`src/rtl/mux_rr_arbiter.sv`:
```
// -----------------------------------------------------------------------------
// mux_rr_arbiter
//   Round-robin arbiter and sequencer that shares a single mux_4x1 datapath
//   between four requesters (A=0, B=1, C=2, D=3). It holds a registered grant
//   index, drives the mux select from it and presents the selected word on a
//   valid/ready output channel. Each acceptance moves one beat.
//
//   Build option:
//     MUX_ARB_PRIO_EN  - when defined, source A has strict priority and B/C/D
//                        round-robin among themselves. When undefined, all four
//                        sources share a pure round-robin.
// -----------------------------------------------------------------------------

// Plain 4:1 word multiplexer. This is the only instance on the shared path.
module mux_4x1 #(
    parameter int WIDTH = 16
) (
    input  logic [1:0]       sel,
    input  logic [WIDTH-1:0] d0,
    input  logic [WIDTH-1:0] d1,
    input  logic [WIDTH-1:0] d2,
    input  logic [WIDTH-1:0] d3,
    output logic [WIDTH-1:0] y
);

    // Select one of four words. The path has no register.
    always_comb begin
        y = d0;
        case (sel)
            2'd0:    y = d0;
            2'd1:    y = d1;
            2'd2:    y = d2;
            default: y = d3;
        endcase
    end

endmodule

module mux_rr_arbiter #(
    parameter int WIDTH = 16
) (
    input  logic             clk,
    input  logic             rst_n,
    input  logic [3:0]       req,
    input  logic [WIDTH-1:0] data_a,
    input  logic [WIDTH-1:0] data_b,
    input  logic [WIDTH-1:0] data_c,
    input  logic [WIDTH-1:0] data_d,
    output logic [3:0]       ack,
    output logic [1:0]       sel,
    output logic [WIDTH-1:0] out_data,
    output logic             out_valid,
    input  logic             out_ready
);

    // GRANT is encoded as 1, so out_valid is a direct decode of a flop bit.
    typedef enum logic {
        IDLE  = 1'b0,
        GRANT = 1'b1
    } state_t;

    state_t     state_reg, state_next;
    logic [1:0] sel_reg, sel_next;
    logic [1:0] last_reg, last_next;     // most recently accepted source

    logic       accept;                  // beat transfers on this edge
    logic       any_req;
    logic       arb_en;                  // an arbitration happens on this edge
    logic [1:0] arb_last;                // pointer that the search starts after
    logic [1:0] winner;

    assign out_valid = (state_reg == GRANT);
    assign accept    = out_valid & out_ready;
    assign any_req   = |req;
    assign arb_en    = (state_reg == IDLE) | accept;

    // On an accepting edge the beat just taken becomes "last" for this search.
    // The source just served therefore gets the lowest priority.
    assign arb_last  = accept ? sel_reg : last_reg;

`ifdef MUX_ARB_PRIO_EN
    // B/C/D keep their own pointer. An acceptance of A does not disturb their
    // rotation.
    logic [1:0] last_lo_reg, last_lo_next;
    logic [1:0] arb_lo;

    assign arb_lo = (accept && (sel_reg != 2'd0)) ? sel_reg : last_lo_reg;

    // Winner selection: A first, otherwise search B..D starting after arb_lo.
    always_comb begin
        logic [1:0] cand;
        logic       found;
        winner = 2'd0;
        cand   = arb_lo;
        found  = 1'b0;
        if (!req[0]) begin
            for (int k = 0; k < 3; k++) begin
                cand = (cand == 2'd3) ? 2'd1 : cand + 2'd1;
                if (!found && req[cand]) begin
                    winner = cand;
                    found  = 1'b1;
                end
            end
        end
    end

    // Update the B/C/D pointer only when one of them is accepted.
    always_comb begin
        last_lo_next = last_lo_reg;
        if (accept && (sel_reg != 2'd0)) begin
            last_lo_next = sel_reg;
        end
    end

    // Register the B/C/D pointer. Reset to D, so B is first among the three.
    always_ff @(posedge clk or negedge rst_n) begin
        if (!rst_n) begin
            last_lo_reg <= 2'd3;
        end else begin
            last_lo_reg <= last_lo_next;
        end
    end
`else
    // Rotate the requests so that bit 0 is the source just after arb_last.
    // The lowest set bit of the rotated vector is then the winner's offset.
    logic [1:0] base;
    logic [3:0] rot_req;
    logic [1:0] offset;

    assign base = arb_last + 2'd1;

    for (genvar gi = 0; gi < 4; gi++) begin : g_rot
        assign rot_req[gi] = req[base + 2'(gi)];
    end

    // Priority-encode the rotated requests. The lowest offset wins.
    always_comb begin
        offset = 2'd0;
        for (int k = 3; k >= 0; k--) begin
            if (rot_req[k]) begin
                offset = 2'(k);
            end
        end
    end

    assign winner = base + offset;
`endif

    // State register: grant, select and last-accepted pointer.
    always_ff @(posedge clk or negedge rst_n) begin
        if (!rst_n) begin
            state_reg <= IDLE;
            sel_reg   <= 2'd0;
            last_reg  <= 2'd3;
        end else begin
            state_reg <= state_next;
            sel_reg   <= sel_next;
            last_reg  <= last_next;
        end
    end

    // Next-state logic.
    // An acceptance takes precedence over an abort. If the sink takes the beat
    // on the same edge that req drops, the beat has already been acknowledged.
    always_comb begin
        state_next = state_reg;
        sel_next   = sel_reg;
        last_next  = last_reg;
        case (state_reg)
            IDLE: begin
                if (arb_en && any_req) begin
                    state_next = GRANT;
                    sel_next   = winner;
                end
            end
            GRANT: begin
                if (accept) begin
                    last_next = sel_reg;
                    if (any_req) begin
                        sel_next = winner;
                    end else begin
                        state_next = IDLE;
                    end
                end else if (!req[sel_reg]) begin
                    // Abort: the requester withdrew before it was served.
                    state_next = IDLE;
                end
            end
            default: begin
                state_next = IDLE;
            end
        endcase
    end

    // Output decode. ack is one-hot on the accepted source.
    for (genvar gi = 0; gi < 4; gi++) begin : g_ack
        assign ack[gi] = accept & (sel_reg == 2'(gi));
    end

    assign sel = sel_reg;

    mux_4x1 #(
        .WIDTH (WIDTH)
    ) u_mux (
        .sel (sel_reg),
        .d0  (data_a),
        .d1  (data_b),
        .d2  (data_c),
        .d3  (data_d),
        .y   (out_data)
    );

endmodule

```
`config.mk`:
```
export PLATFORM = sky130hd
export DESIGN_NAME = mux_rr_arbiter
export DESIGN_NICKNAME = d
export VERILOG_FILES = /design/src/rtl/mux_rr_arbiter.sv
export SDC_FILE = /design/constraint.sdc
export NUM_CORES = 1
export LEC_CHECK = 0
export CAP_MARGIN = 10
export CORE_MARGIN = 3
export CORE_UTILIZATION = 29
export CTS_BUF_LIST = sky130_fd_sc_hd__clkbuf_8
export DETAILED_ROUTE_END_ITERATION = 10
export HOLD_SLACK_MARGIN = 0.1
export PLACE_DENSITY = 0.8
export SYNTH_ARGS = -nofsm -noshare
export SYNTH_HDL_FRONTEND = slang
export SYNTH_SLANG_ARGS = --single-unit
```
`constraint.sdc`:
```
create_clock -name clk -period 2 [get_ports clk]
set_input_delay 0.4 -clock clk [delete_from_list [all_inputs] [get_ports clk]]
set_output_delay 0.4 -clock clk [all_outputs]
set_load 0.02 [all_outputs]
```
; Yosys cells after proc, flatten, opt, wreduce, memory -nomap -nowiden
; Cells that the tools add are included.
[op_classes]
n_addsub = 5
n_bitwise = 7
n_reduce_logical = 4
n_mux = 25
n_eq_ne = 6
magnitude_cmp = 5
[ops]
columns = op, n
row1 = one-hot mux 16 bit (3 select lines), 1
row2 = two-way mux 2 bit, 8
row3 = < comparator 2 x 3 -> 1 bit (second input constant), 5
row4 = binary-select mux 1 bit (select 2 bit), 5
row5 = two-way mux 1 bit, 9
row6 = != test 2 x 1 -> 1 bit (second input constant), 3
row7 = bitwise AND 1 bit, 5
row8 = adder 2 x 1 -> 2 bit (second input constant), 2
row9 = adder 2 bit (second input constant), 2
row10 = equality test 2 bit (second input constant), 2
row11 = one-hot mux 2 bit (2 select lines), 1
row12 = OR reduction 4 bit, 1
row13 = AND reduction 3 bit, 1
row14 = adder 2 bit, 1
row15 = equality test 2 x 1 -> 1 bit (second input constant), 1
row16 = logical NOT 2 bit, 1
row17 = one-hot mux 1 bit (2 select lines), 1
row18 = logical AND 1 bit, 1
row19 = NOT 1 bit, 1
row20 = bitwise OR 1 bit, 1
[totals]
input_bits = 71
output_inout_bits = 23
wordCells = 55
reg_bits = 5

; Logic depth before layout (Yosys ltp)
[depth]
word_depth = 14
depth_mapped = 6
depth_no_buf = 4

; By module
; From an unflattened synthesis, not the netlist that was laid out.
[unflattened]
cells_unflattened = 65
area_unflattened_um2 = 838.3
[modules_own_cells]
columns = module, cells_each, seq_area_each_um2, area_per_inst_um2, instances
row1 = mux_4x1, 20, 0.0, 424.2, 1
row2 = mux_rr_arbiter, 45, 127.6, 414.1, 1

; Least setup slack after synthesis
; Ideal clock, no wire load.
[synth_timing]
path_kind = flip-flop to output port
start = register sel_reg[0] (netlist: sel[0])
end = output port out_data[0]
required_time_ps = 1600
arrival_time_ps = 1458
path_slack_ps = 142
path_stages_with_launch = 4
path_buffers = 2
path_cell_list = dfrtp_1 buf_6 buf_2 mux4_2
[synth_via]
elab_chain_len = 2
word_cells_on_any_way = 4
cone_classes = eq/ne: 2 / mux: 1 / reduce/logical: 1
[synth_lines]
columns = element, line_no
row1 = from (decl), 63  ; logic [1:0] sel_reg, sel_next;
row2 = from (signal assigned), 157  ; sel_reg <= sel_next;
row3 = equality test 2 bit (tied with other cells), 29  ; case (sel)
row4 = one-hot mux 16 bit (3 select lines) *, 29
row5 = to (decl), 51  ; output logic [WIDTH-1:0] out_data,
; Mark *: on every way between the ends. The rest lies on a longest branch, timed or not.

; Final worst setup path
[layout_timing]
start = input port out_ready
end = output port ack[0]
[layout_via]
elab_chain_len = 2
[layout_lines]
columns = element, line_no
row1 = from (decl), 53  ; input logic out_ready
row2 = bitwise AND 1 bit, 73  ; assign accept = out_valid & out_ready;
row3 = bitwise AND 1 bit, 197  ; assign ack[gi] = accept & (sel_reg == 2'(gi));
row4 = to (decl), 49  ; output logic [3:0] ack,
; Every way passes these cells.

==> results.txt <==
The run finished with clean final reports. The die span in y came out at 61.0 um. Setup total negative slack on the finished layout was measured at 0 ns. STA classifies the critical path endpoint as an output pin.

The maximum clock frequency is 509 MHz. The starting density of the core is 0.310. The overall power after layout is 1.99 mW. The area of the core is 2830 um^2. The yosys synthesis warning count came out at 0. The fraction of power spent switching nets came out at 0.424.

The first-pass GRT wire length came out at 5810 um. The number of inserted diodes is 0. The internal power is 1.14 mW. The number of cell rows is 19.

The combinational cell fraction of total power is 0.792. The count of vias placed by the detailed router came out at 1139. The via density per instance is 5.35.

The number of buffers added on ports is 93. The initial antenna violation count came out at 0. The maximum vdd ir drop came out at 0.693 mV. The worst slew margin relative to its limit is 0.741.

The minimum clock period after layout is 1.97 ns. The TritonCTS clock tree is done. Routability-driven placement finished with a final weighted congestion of 0.883. The biggest fanout along the worst timing path is 5.

After detailed routing, the average wire length per cell comes to 19.8 um. The max-capacitance violation count came out at 0. The horizontal die dimension is 61.0 um. The clock power share is 0.091. The tree is rooted in a sky130_fd_sc_hd__clkbuf_8. Power spread over the standard cell area amounts to 1020 nW/um^2. The later pin in the worst-skew pair is clocked with a latency of 0.22 ns. The mapped netlist covers 877 um^2. The instance area at placement came out at 1920 um^2. The fill cell instance count of the final layout came out at 234. The deepest clock path buffer count came out at 2. The share of the clock period used by the worst path is 0.983. The first-pass iteration count of the detailed router is 4.

In this run, post-CTS hold repair placed 0 buffers. The required arrival time at the worst endpoint came out at 1.60 ns. STA classifies the critical path startpoint as an input pin. The share of flip-flops with an asynchronous set or reset is 1.00. Entering global routing, the biggest net connects 17 pins. The library cells used most frequently in the layout, excluding fill and tap cells, are sky130_fd_sc_hd__clkdlybuf4s50_1, sky130_fd_sc_hd__mux4_2, sky130_fd_sc_hd__buf_4. The max-slew violation count was 0. The total congestion overflow is 0. From synthesis to final layout, the design area changed by 122%. The data arrival at the endpoint of the critical path is 1.57 ns. The post-synthesis average cell area came out at 11.7 um^2.

The design area is 1950 um^2. Across all hold checks on the routed design, the worst slack comes to 0.397 ns. The I/O pin count is 94. The clock skew after layout is 0.00205 ns. The number of H-tree branching levels came out at 1. The number of failing hold endpoints at the final stage is 0. The slowest cell on the critical path is sky130_fd_sc_hd__clkdlybuf4s50_1. The clock transition at the registers of the reported paths is 0.04 ns. The leakage dissipation came out at 0.803 nW. For this run, the register share of the synthesized area comes to 0.146.

For this run, the share of the core covered by cells in the final layout is 0.689. The slew of the pin with the lowest slew margin came out at 0.387 ns. The via count of the first global-routing pass is 1136. The share of post-route cells with drive strength above 1 came out at 0.363.

Setup violations remaining at the end of the flow were counted as 0. The number of DRC violations after detailed routing came out at 0. The commonest non-fill, non-tap cell in the layout is sky130_fd_sc_hd__clkdlybuf4s50_1.

The half-perimeter wire length after detailed placement is 3500 um. Synthesis handed over a netlist of 75 instances. After synthesis, the netlist uses 35 different library cells. The aggregate routed wire length came out at 4210 um.

The detailed router finished its first iteration with 37 violations. In the synthesized netlist the dominant register cell turns out to be sky130_fd_sc_hd__dfrtp_1. The critical path goes through clkdlybuf4s50_1 > and4bb_2 > clkdlybuf4s15_1. In this design, the stage delay of the slowest critical-path cell is 0.57 ns. The number of flops mapped to enable cells by yosys is 0. The total net switching power came out at 842 uW.

The category of the critical setup timing path is in2out. The count of antenna-violating nets left after detailed routing came out at 0. Synthesis produced a netlist with a net count of 146. The count of clock tree sinks is 5. The min-delay analysis places its worst path in the category in2async. The total routing resource utilization after global routing came out at 0.216. The share of total power in sequential cells came out at 0.117. The number of buffers inserted during clock tree synthesis is 3. The area of the die came out at 3720 um^2.

In the final design database the tool counted 254 nets. The total of flip-flops plus latches after synthesis is 5.
==> through the flow <==
step | instances | setup WS (ns)
after floorplan | 75 | 0.142
after global placement | 207 | -0.271
after detailed placement | 207 | -0.345
after CTS | 211 | 0.00296
after global routing | 213 | -0.0273
final | 213 | 0.0343
==> cell families (layout without fill, tap and decap cells) <==
| kind of cell | count (synthesis) | after routing | synth area share |
|---|---|---|---|
| simple gates | 23 | 23 | 0.150 |
| mux | 19 | 19 | 0.459 |
| compound gates | 13 | 13 | 0.134 |
| buf+inv | 13 | 120 | 0.0913 |
| flops | 5 | 5 | 0.146 |
| xor+xnor | 2 | 2 | 0.0200 |
==> area by class of cell <==
| type | count | area, um^2 | share of cell area |
|---|---|---|---|
| Clock buffer | 3 | 41.3 | 0.0212 |
| Multi-Input combinational cell | 57 | 677 | 0.347 |
| Inverter | 5 | 18.8 | 0.00963 |
| Sequential cell | 5 | 129 | 0.0662 |
| Clock inverter | 1 | 3.75 | 0.00193 |
| Tap cell | 31 | 38.8 | 0.0199 |
| Timing Repair Buffer | 111 | 1040 | 0.534 |
==> cell usage after synthesis (all sizes together), types with 2 or more instances <==
library cell   n  share of area
a21boi         2          0.017
a32oi          2          0.020
buf            7          0.064
dfrtp          3          0.086
dfstp          2          0.060
inv            5          0.021
mux2i          2          0.023
mux4          17           0.44
nand2          4          0.017
nand2b         2          0.014
nor2           5          0.021
nor2b          2          0.014
xnor2          2          0.020
==> power groups by stage <==
stage               Combinational (mW)  Sequential [mW]  Clock [mW]
finish                            1.57            0.233       0.180
detailed placement                1.66            0.221           0
global route                      1.66            0.240       0.195
floorplan                        0.933            0.225           0
global placement                  1.63            0.218           0
CTS                               1.59            0.222       0.185
==> path summary, 6_finish.rpt <==
check                                             start                      end  slack [ns]  cells past startpoint
worst max-delay path                          out_ready                   ack[0]        0.03                      3
worst min-delay path                              rst_n      out_valid$_DFF_PN0_        0.40                      1
worst max register to register       sel[0]$_DFFE_PN0P_       sel[1]$_DFFE_PN0P_        0.19                      7
worst min register to register  last_reg[1]$_DFFE_PN1P_  last_reg[1]$_DFFE_PN1P_        0.79                      2
max in group asynchronous                         rst_n  last_reg[0]$_DFFE_PN1P_        1.35                      1
min in group clk                last_reg[1]$_DFFE_PN1P_  last_reg[1]$_DFFE_PN1P_        0.79                      2
==> worst max-delay path, delay by kind of cell <==
kind	cells	cell delay, ns
and+or+nand+nor	1	0.26
buffers and inverters	2	0.90
==> metal layers <==
metal | up-vias | global-route usage | wire (um)
met4 | 0 | 0.0279 | 8
met3 | 2 | 0.0596 | 428
met1 | 560 | 0.272 | 1740
met2 | 56 | 0.379 | 2030
met5 | - | 0 | 0
li1 | 521 | - | -
==> what timing repair did <==
| action | in CTS | in global routing |
|---|---|---|
| cloned | 0 | 1 |
| resized for setup | 50 | 18 |
| buffers inserted | 0 | 1 |
| endpoints found under the setup margin | 20 | 18 |
| pin swaps | 0 | 0 |
Power figures use the tool's default switching activity.
